### src/rtl/sig_control_param.sv
// sig_control_param: highway/country signal controller with shared dwell timer and max-green timeout
module sig_control_param #(
    parameter int Y_TO_R_DEL      = 3,
    parameter int R_TO_G_DEL      = 2,
    parameter int HWY_MIN_GREEN   = 4,
    parameter int CNTRY_MAX_GREEN = 8,
    parameter int CNT_W           = 4
) (
    input  logic       clock,
    input  logic       clear,
    input  logic       x,
    output logic [1:0] hwy,
    output logic [1:0] cntry,
    output logic [2:0] state,
    output logic       timeout
);
    typedef enum logic [2:0] {
        S0 = 3'd0, S1 = 3'd1, S2 = 3'd2, S3 = 3'd3, S4 = 3'd4, S5 = 3'd5
    } state_t;
    localparam logic [1:0] GREEN  = 2'd0;
    localparam logic [1:0] YELLOW = 2'd1;
    localparam logic [1:0] RED    = 2'd2;
    localparam logic [CNT_W-1:0] Y_END = CNT_W'((Y_TO_R_DEL < 1 ? 1 : Y_TO_R_DEL) - 1);
    localparam logic [CNT_W-1:0] R_END = CNT_W'((R_TO_G_DEL < 1 ? 1 : R_TO_G_DEL) - 1);
    localparam logic [CNT_W-1:0] H_END = CNT_W'((HWY_MIN_GREEN < 1 ? 1 : HWY_MIN_GREEN) - 1);
    localparam logic [CNT_W-1:0] C_END = CNT_W'((CNTRY_MAX_GREEN < 1 ? 1 : CNTRY_MAX_GREEN) - 1);
    state_t st, nxt;
    logic [CNT_W-1:0] tmr;
    logic max_hit;
    always_comb begin
        max_hit = tmr == C_END;
        nxt = st == S0 ? (x && tmr >= H_END ? S1 : S0) :
              st == S1 ? (tmr == Y_END ? S2 : S1) :
              st == S2 ? (tmr == R_END ? S3 : S2) :
              st == S3 ? (!x || max_hit ? S4 : S3) :
              st == S4 ? (tmr == Y_END ? S5 : S4) :
              st == S5 ? (tmr == R_END ? S0 : S5) : S0;
    end
    always_ff @(posedge clock) begin
        if (clear) begin
            st      <= S0;
            tmr     <= '0;
            timeout <= 1'b0;
        end else begin
            st      <= nxt;
            tmr     <= nxt != st ? '0 : tmr == '1 ? tmr : tmr + 1'b1;
            timeout <= st == S3 && x && max_hit;
        end
    end
    always_comb begin
        state = st;
        hwy   = st == S0 ? GREEN : st == S1 ? YELLOW : RED;
        cntry = st == S3 ? GREEN : st == S4 ? YELLOW : RED;
    end
endmodule

### config.mk
export PLATFORM = sky130hd
export DESIGN_NAME = sig_control_param
export DESIGN_NICKNAME = d
export VERILOG_FILES = /design/src/rtl/sig_control_param.sv
export SDC_FILE = /design/constraint.sdc
export NUM_CORES = 1
export LEC_CHECK = 0
export ABC_AREA = 1
export CORE_AREA = 2 2 39 41
export DETAILED_ROUTE_END_ITERATION = 10
export DIE_AREA = 0 0 41 43
export PLACE_DENSITY_LB_ADDON = 0.25
export SYNTH_ARGS = -nofsm -noshare
export SYNTH_HDL_FRONTEND = slang
export SYNTH_SLANG_ARGS = --single-unit
### constraint.sdc
create_clock -name clock -period 1.3 [get_ports clock]
set_input_delay 0.195 -clock clock [delete_from_list [all_inputs] [get_ports clock]]
set_output_delay 0.195 -clock clock [all_outputs]
set_load 0.005 [all_outputs]
-- Yosys cells after proc, flatten, opt, wreduce, memory -nomap -nowiden
Cells that the tools add are included.
- logic and storage cells: 38
- input port bits: 3
- latch bits: 0
- memories kept: 0
- ROM bits: 0
- memory bits (writable): 0
- register bits: 8
- div/mod/pow operators: 0
- multiply operators: 0
- shift operators: 0
- add/sub/neg operators: 1
- eq/ne operators: 10
- magnitude comparators: 1
- reduce and logical (&&, ||, !) cells: 7
- multiplexer cells: 16
- bitwise gates (word level): 0
- operators by type and width (kind ; count):
    $mux 3 ; 8
    $mux 2 ; 5
    $eq 3x2->1 const B ; 2
    $eq 3x3->1 const B ; 2
    $add 4x1->4 const B ; 1
    $eq 4x1->1 const B ; 1
    $eq 4x2->1 const B ; 1
    $eq 4x3->1 const B ; 1
    $eq 4x4->1 const B ; 1
    $ge 4x2->1 const B ; 1
    $eq 3x1->1 const B ; 1
    $logic_and 1x1->1 ; 3
    $logic_not 3->1 ; 1
    $mux 1 ; 3
    $ne 3x3->1 ; 1
    $reduce_or 2->1 ; 1
    $logic_not 1->1 ; 1
    $logic_or 1x1->1 ; 1

-- Logic depth before layout (Yosys ltp)
- word-level depth: 10
- depth in mapped cells: 11
- depth with buffers taken out: 11

-- Least setup slack after synthesis
Ideal clock, no wire load.
- kind: flip-flop to flip-flop
- from: register tmr[1]
- to: register tmr[1]
- slack: 0.068 ns
- cell stages (with the launch flop): 11
- library setup time: 0.117 ns
- arrival: 1.115 ns
- buffers on the path: 0
- cells stage by stage: dfxtp_1 ha_1 nand3_2 nand2_2 nand3_1 nand2_1 inv_1 nand2_2 nor2_4 nand2_2 nor2_1
- longest elaborated chain between the ends: 10
- elaborated cells on any way between the ends: 22
- ends and longest elaborated chain (item ; RTL line ; RTL):
    from (decl) ; 28 ; logic [CNT_W-1:0] tmr;
    from (signal assigned) ; 46 ; tmr <= nxt != st ? '0 : tmr == '1 ? tmr : tmr + 1'b1;
    $eq 4x1->1 ; 34, 37 ;
    $mux 3 (2 in a row) ; 37 ; st == S5 ? (tmr == R_END ? S0 : S5) : S0;
    $mux 3 ; 36 ; st == S4 ? (tmr == Y_END ? S5 : S4) :
    $mux 3 ; 35 ; st == S3 ? (!x || max_hit ? S4 : S3) :
    $mux 3 ; 34 ; st == S2 ? (tmr == R_END ? S3 : S2) :
    $mux 3 ; 33 ; st == S1 ? (tmr == Y_END ? S2 : S1) :
    $mux 3 ; 32 ; nxt = st == S0 ? (x && tmr >= H_END ? S1 : S0) :
    $ne 3x3->1 ; 46 ;
    $reduce_or 2->1 (no line) ; n/a ;
Several ways; a longest one is shown, not always the timed one.
A chain may end at the register's enable or synchronous reset.

-- Final worst setup path
- from: register st[1] (netlist: state[1])
- to: output cntry[1]
- longest elaborated chain between the ends: 3
- elaborated cells on any way between the ends: 4
- ends and longest elaborated chain (item ; RTL line ; RTL):
    from (decl) ; 27 ; state_t st, nxt;
    from (signal assigned) ; 45 ; st <= nxt;
    $eq 3x3->1 ; 53 ; cntry = st == S3 ? GREEN : st == S4 ? YELLOW : RED;
    $mux 2 ; 53 ;
    $mux 2 (*) ; 53 ;
    to (decl) ; 13 ; output logic [1:0] cntry,
Mark *: on every way between the ends. The rest lies on a longest branch, timed or not.

==> implementation parameters <==
Parameter                              Value

Timing
  Final-layout setup total negative slack ... -0.180 ns
  Max Slew Vio Count ... 0
  Fmax achieved ... 0.734 GHz
  Setup slack of the critical path after layout ... -0.0631 ns
  Post-Route Skew ... 0.0112 ns
  Fin crit share ... 1.05
  Count of final setup violators ... 5
  Final critical-path required period ... 1.36 ns
  Actual transition at the worst max-transition pin ... 0.250 ns
  Slew margin rel. ... 0.832
  Unrepaired setup endpoints after global routing ... true
  Number of hold violations in the final report ... 0

Routing
  Vias per Instance ... roughly 5
  Total length of routed met2 wires ... approximately 860 microns
  Metal-1 WL ... 612 microns
  Total length of routed met3 wires ... 89 microns
  Drt pass-1 iters ... 4
  Top routing layer in use ... met4
  Overall via count from detail_route ... 629
  Routed len/inst ... ~12 microns
  First DRT Iteration DRCs ... 4
  Remaining antenna violation count ... 0
  WL final ... 1.59 mm
  Number of design rule violations left after detail routing ... 0

Worst setup path
  Critical path launch point ... state[1]
  Launching element type of the critical path ... flip-flop
  Highest-delay cell along the critical path ... sky130_fd_sc_hd__dfxtp_2
  Capturing point of the worst reg2reg path ... tmr[1]
  R2R depth ... 12
  Worst path max stage delay ... 0.33 ns
  Kind of critical path ... reg -> out
  CP required ... 1.11 ns
  Timing endpoint of the critical path ... cntry[1]
  Launch point of the worst reg-to-reg path ... state[1]
  Crit-path max FO ... 4
  WP data arrival ... between 1 and 1.5 ns
  Endpoint type of the worst setup path ... primary output
  Cells along the critical path ... inv_4 -> buf_6 -> nor2_4 -> buf_4 -> a21oi_2 -> buf_2
  R2r setup slk ... -0.03 ns

Synthesis
  Number of flip-flops and latches in the synthesized netlist ... 8
  Primary FF master, synth ... sky130_fd_sc_hd__dfxtp_1
  Cell types occupying the most area after synthesis ... sky130_fd_sc_hd__dfxtp_1, sky130_fd_sc_hd__nand2_1, sky130_fd_sc_hd__inv_1
  Post-Syn Area ... 546 sq um
  Cell count after synthesis ... 80
  Most common library cells after synthesis ... sky130_fd_sc_hd__nand2_1, sky130_fd_sc_hd__inv_1, sky130_fd_sc_hd__nor2_1
  Syn avg cell area ... 6.82 sq um
  Most used standard cell by instance count after synthesis ... sky130_fd_sc_hd__nand2_1
  Proportion of synthesized flip-flops having asynchronous set or reset ... 0
  Part of the Yosys area used for sequential elements ... 0.294
  Post-synth EDFFs ... 0
  Count of unique library cells instantiated by Yosys ... 20
  Cell type contributing the most total cell area after synthesis ... sky130_fd_sc_hd__dfxtp_1
  Post-Synthesis Net Count ... 86
  Warning count from the yosys run ... 0
  Top cell type's share of synthesized area ... 0.294

Power
  Ratio of total power to cell area ... a little under 1000 mW/mm^2
  Leak ... around 0.00050 uW
  Switching fraction of total power ... 0.384
  Worst-case vdd ir drop ... 0.791 mV
  Internal power ... 569 uW
  Clock network power share ... 0.219
  Fraction of power consumed by sequential logic ... 0.371
  Pwr Total ... 924 uW
  Net switching power of the design ... 355 uW
  Logic gate share of total power ... 0.410

Floorplanning
  Core ar. ... 0.00138 sq mm
  Full die area ... 0.00176 sq mm
  Vert. Die Dim ... 43 microns
  Std cell rows ... 14
  Ports placed on the boundary ... 11
  Initial core utilization ... 0.394
  Horiz. Die Dim ... 41 microns

GRT
  Via count of the first global-routing pass ... roughly 600
  Gr usage total ... 0.218
  Initial antenna violation count ... 0
  Total congestion overflow after global routing ... 0
  Global-route wire length before repair ... ~2.5 mm
  Pin count of the biggest net entering global routing ... 7

Finish
  Fill cell instance count of the final layout ... approximately 110
  Share of post-route cells with drive strength above 1 ... 0.575
  Antenna Cells ... 0
  Sequential cell area in the final layout ... approximately 170 sq um
  Final Cell Area ... 957 sq um
  Area of the multi-input gates ... 435 sq um
  Total number of nets in the final design ... 121
  Area Overhead vs Synth ... 75.5%
  Core Util, Final ... 0.692

Placement
  Placed wire-length estimate after detailed placement ... 1.05 mm
  RD Place Congestion ... 0.759
  Cell Area, Placed ... 771 sq um
  Setup WS pre-CTS ... -0.115 ns
  Port buffer count ... 10

Job
  Max_cap viols ... 0

Clock network
  TritonCTS buffer count ... 3
  Post-CTS Hold Fix Bufs ... 0
  Clock slew at the register clock pins of the worst setup and hold paths ... 0.06 ns
  CTS Buffer Depth ... 2
  Root buf cell ... sky130_fd_sc_hd__clkbuf_4
  TritonCTS clock tree ... built
  Clock network latency to the later pin of the worst-skew pair ... 0.27 ns
  Maximum level of the CTS H-tree ... 1
  Clock Sink Count ... 8

Run status
  Failing checks ... negative setup slack
  Outcome ... finished, violations left

Hold path
  Min-delay src ... tmr[2]
  Hold Path Class ... reg -> reg
==> placed cells by master (no fill, tap or decap), drive strengths merged, types with 2 or more instances in the layout <==
cell           count
dlygate4sd2        2
nand2             21
clkbuf             4
dfxtp              8
nor2              15
inv               15
o21ai              2
clkdlybuf4s50      2
nand3              6
a21oi              3
buf               23
ha                 3
==> worst min path at each step <==
stage / cells past startpoint / to
2_1_floorplan: 1 / state[0]
3_3_place_gp: 2 / tmr[3]
3_5_place_dp: 2 / tmr[1]
4_1_cts: 2 / timeout
5_1_grt: 2 / timeout
6_report: 2 / timeout
==> timing repair <==
item                                    in CTS  in global routing
endpoints found under the setup margin      13                 12
buffers inserted                             5                  1
pin swaps                                   10                  7
cloned                                       0                  0
gates resized for setup                     44                 15
==> power by group through the flow <==
| stage | clock, uW | combinational, uW | sequential [uW] |
|---|---|---|---|
| after floorplan | 0 | 181 | 321 |
| after global placement | 0 | 287 | 321 |
| after detailed placement | 0 | 295 | 323 |
| after CTS | 201 | 344 | 336 |
| after global routing | 218 | 418 | 350 |
| final | 202 | 379 | 343 |
==> cells by family (layout without fill, tap and decap cells) <==
logic type      after synthesis  count (layout)  share of synthesized area
flops                         8               8                      0.294
xor+xnor                      1               1                     0.0161
compound gates                9               9                     0.0986
simple gates                 44              44                      0.420
buf+inv                      15              48                      0.103
fa+ha+maj                     3               3                     0.0688
==> registers in the layout, indices dropped and copies added (netlist names) <==
register,cells
state,3
timeout,1
tmr,4
==> cell type report <==
cell class,count,share of cell area
clock buffers,3,0.0235
inverters,15,0.0614
multi-input cells,57,0.455
flip-flops and latches,8,0.180
well taps,16,0.0209
repair buffers,30,0.259
==> per-layer routing <==
metal | GRT usage | vias up
met3 | 0.110 | 4
met1 | 0.219 | 291
met2 | 0.350 | 15
li1 | - | 319
met5 | 0 | -
met4 | 0.107 | 0
==> metrics by stage <==
stage | cells | hold WS [ns]
global route | 129 | 0.590
finish | 129 | 0.572
floorplan | 80 | 0.264
global placement | 120 | 0.589
detailed placement | 120 | 0.588
CTS | 128 | 0.576
==> critical path, delay by kind of cell (launching register included) <==
kind,cells,cell delay [ns]
AO/OA/AOI/OAI,1,0.13
AND/OR/NAND/NOR,1,0.03
flip-flops,1,0.33
buffers and inverters,4,0.42
Note: power is estimated with default switching activity, not from simulation.
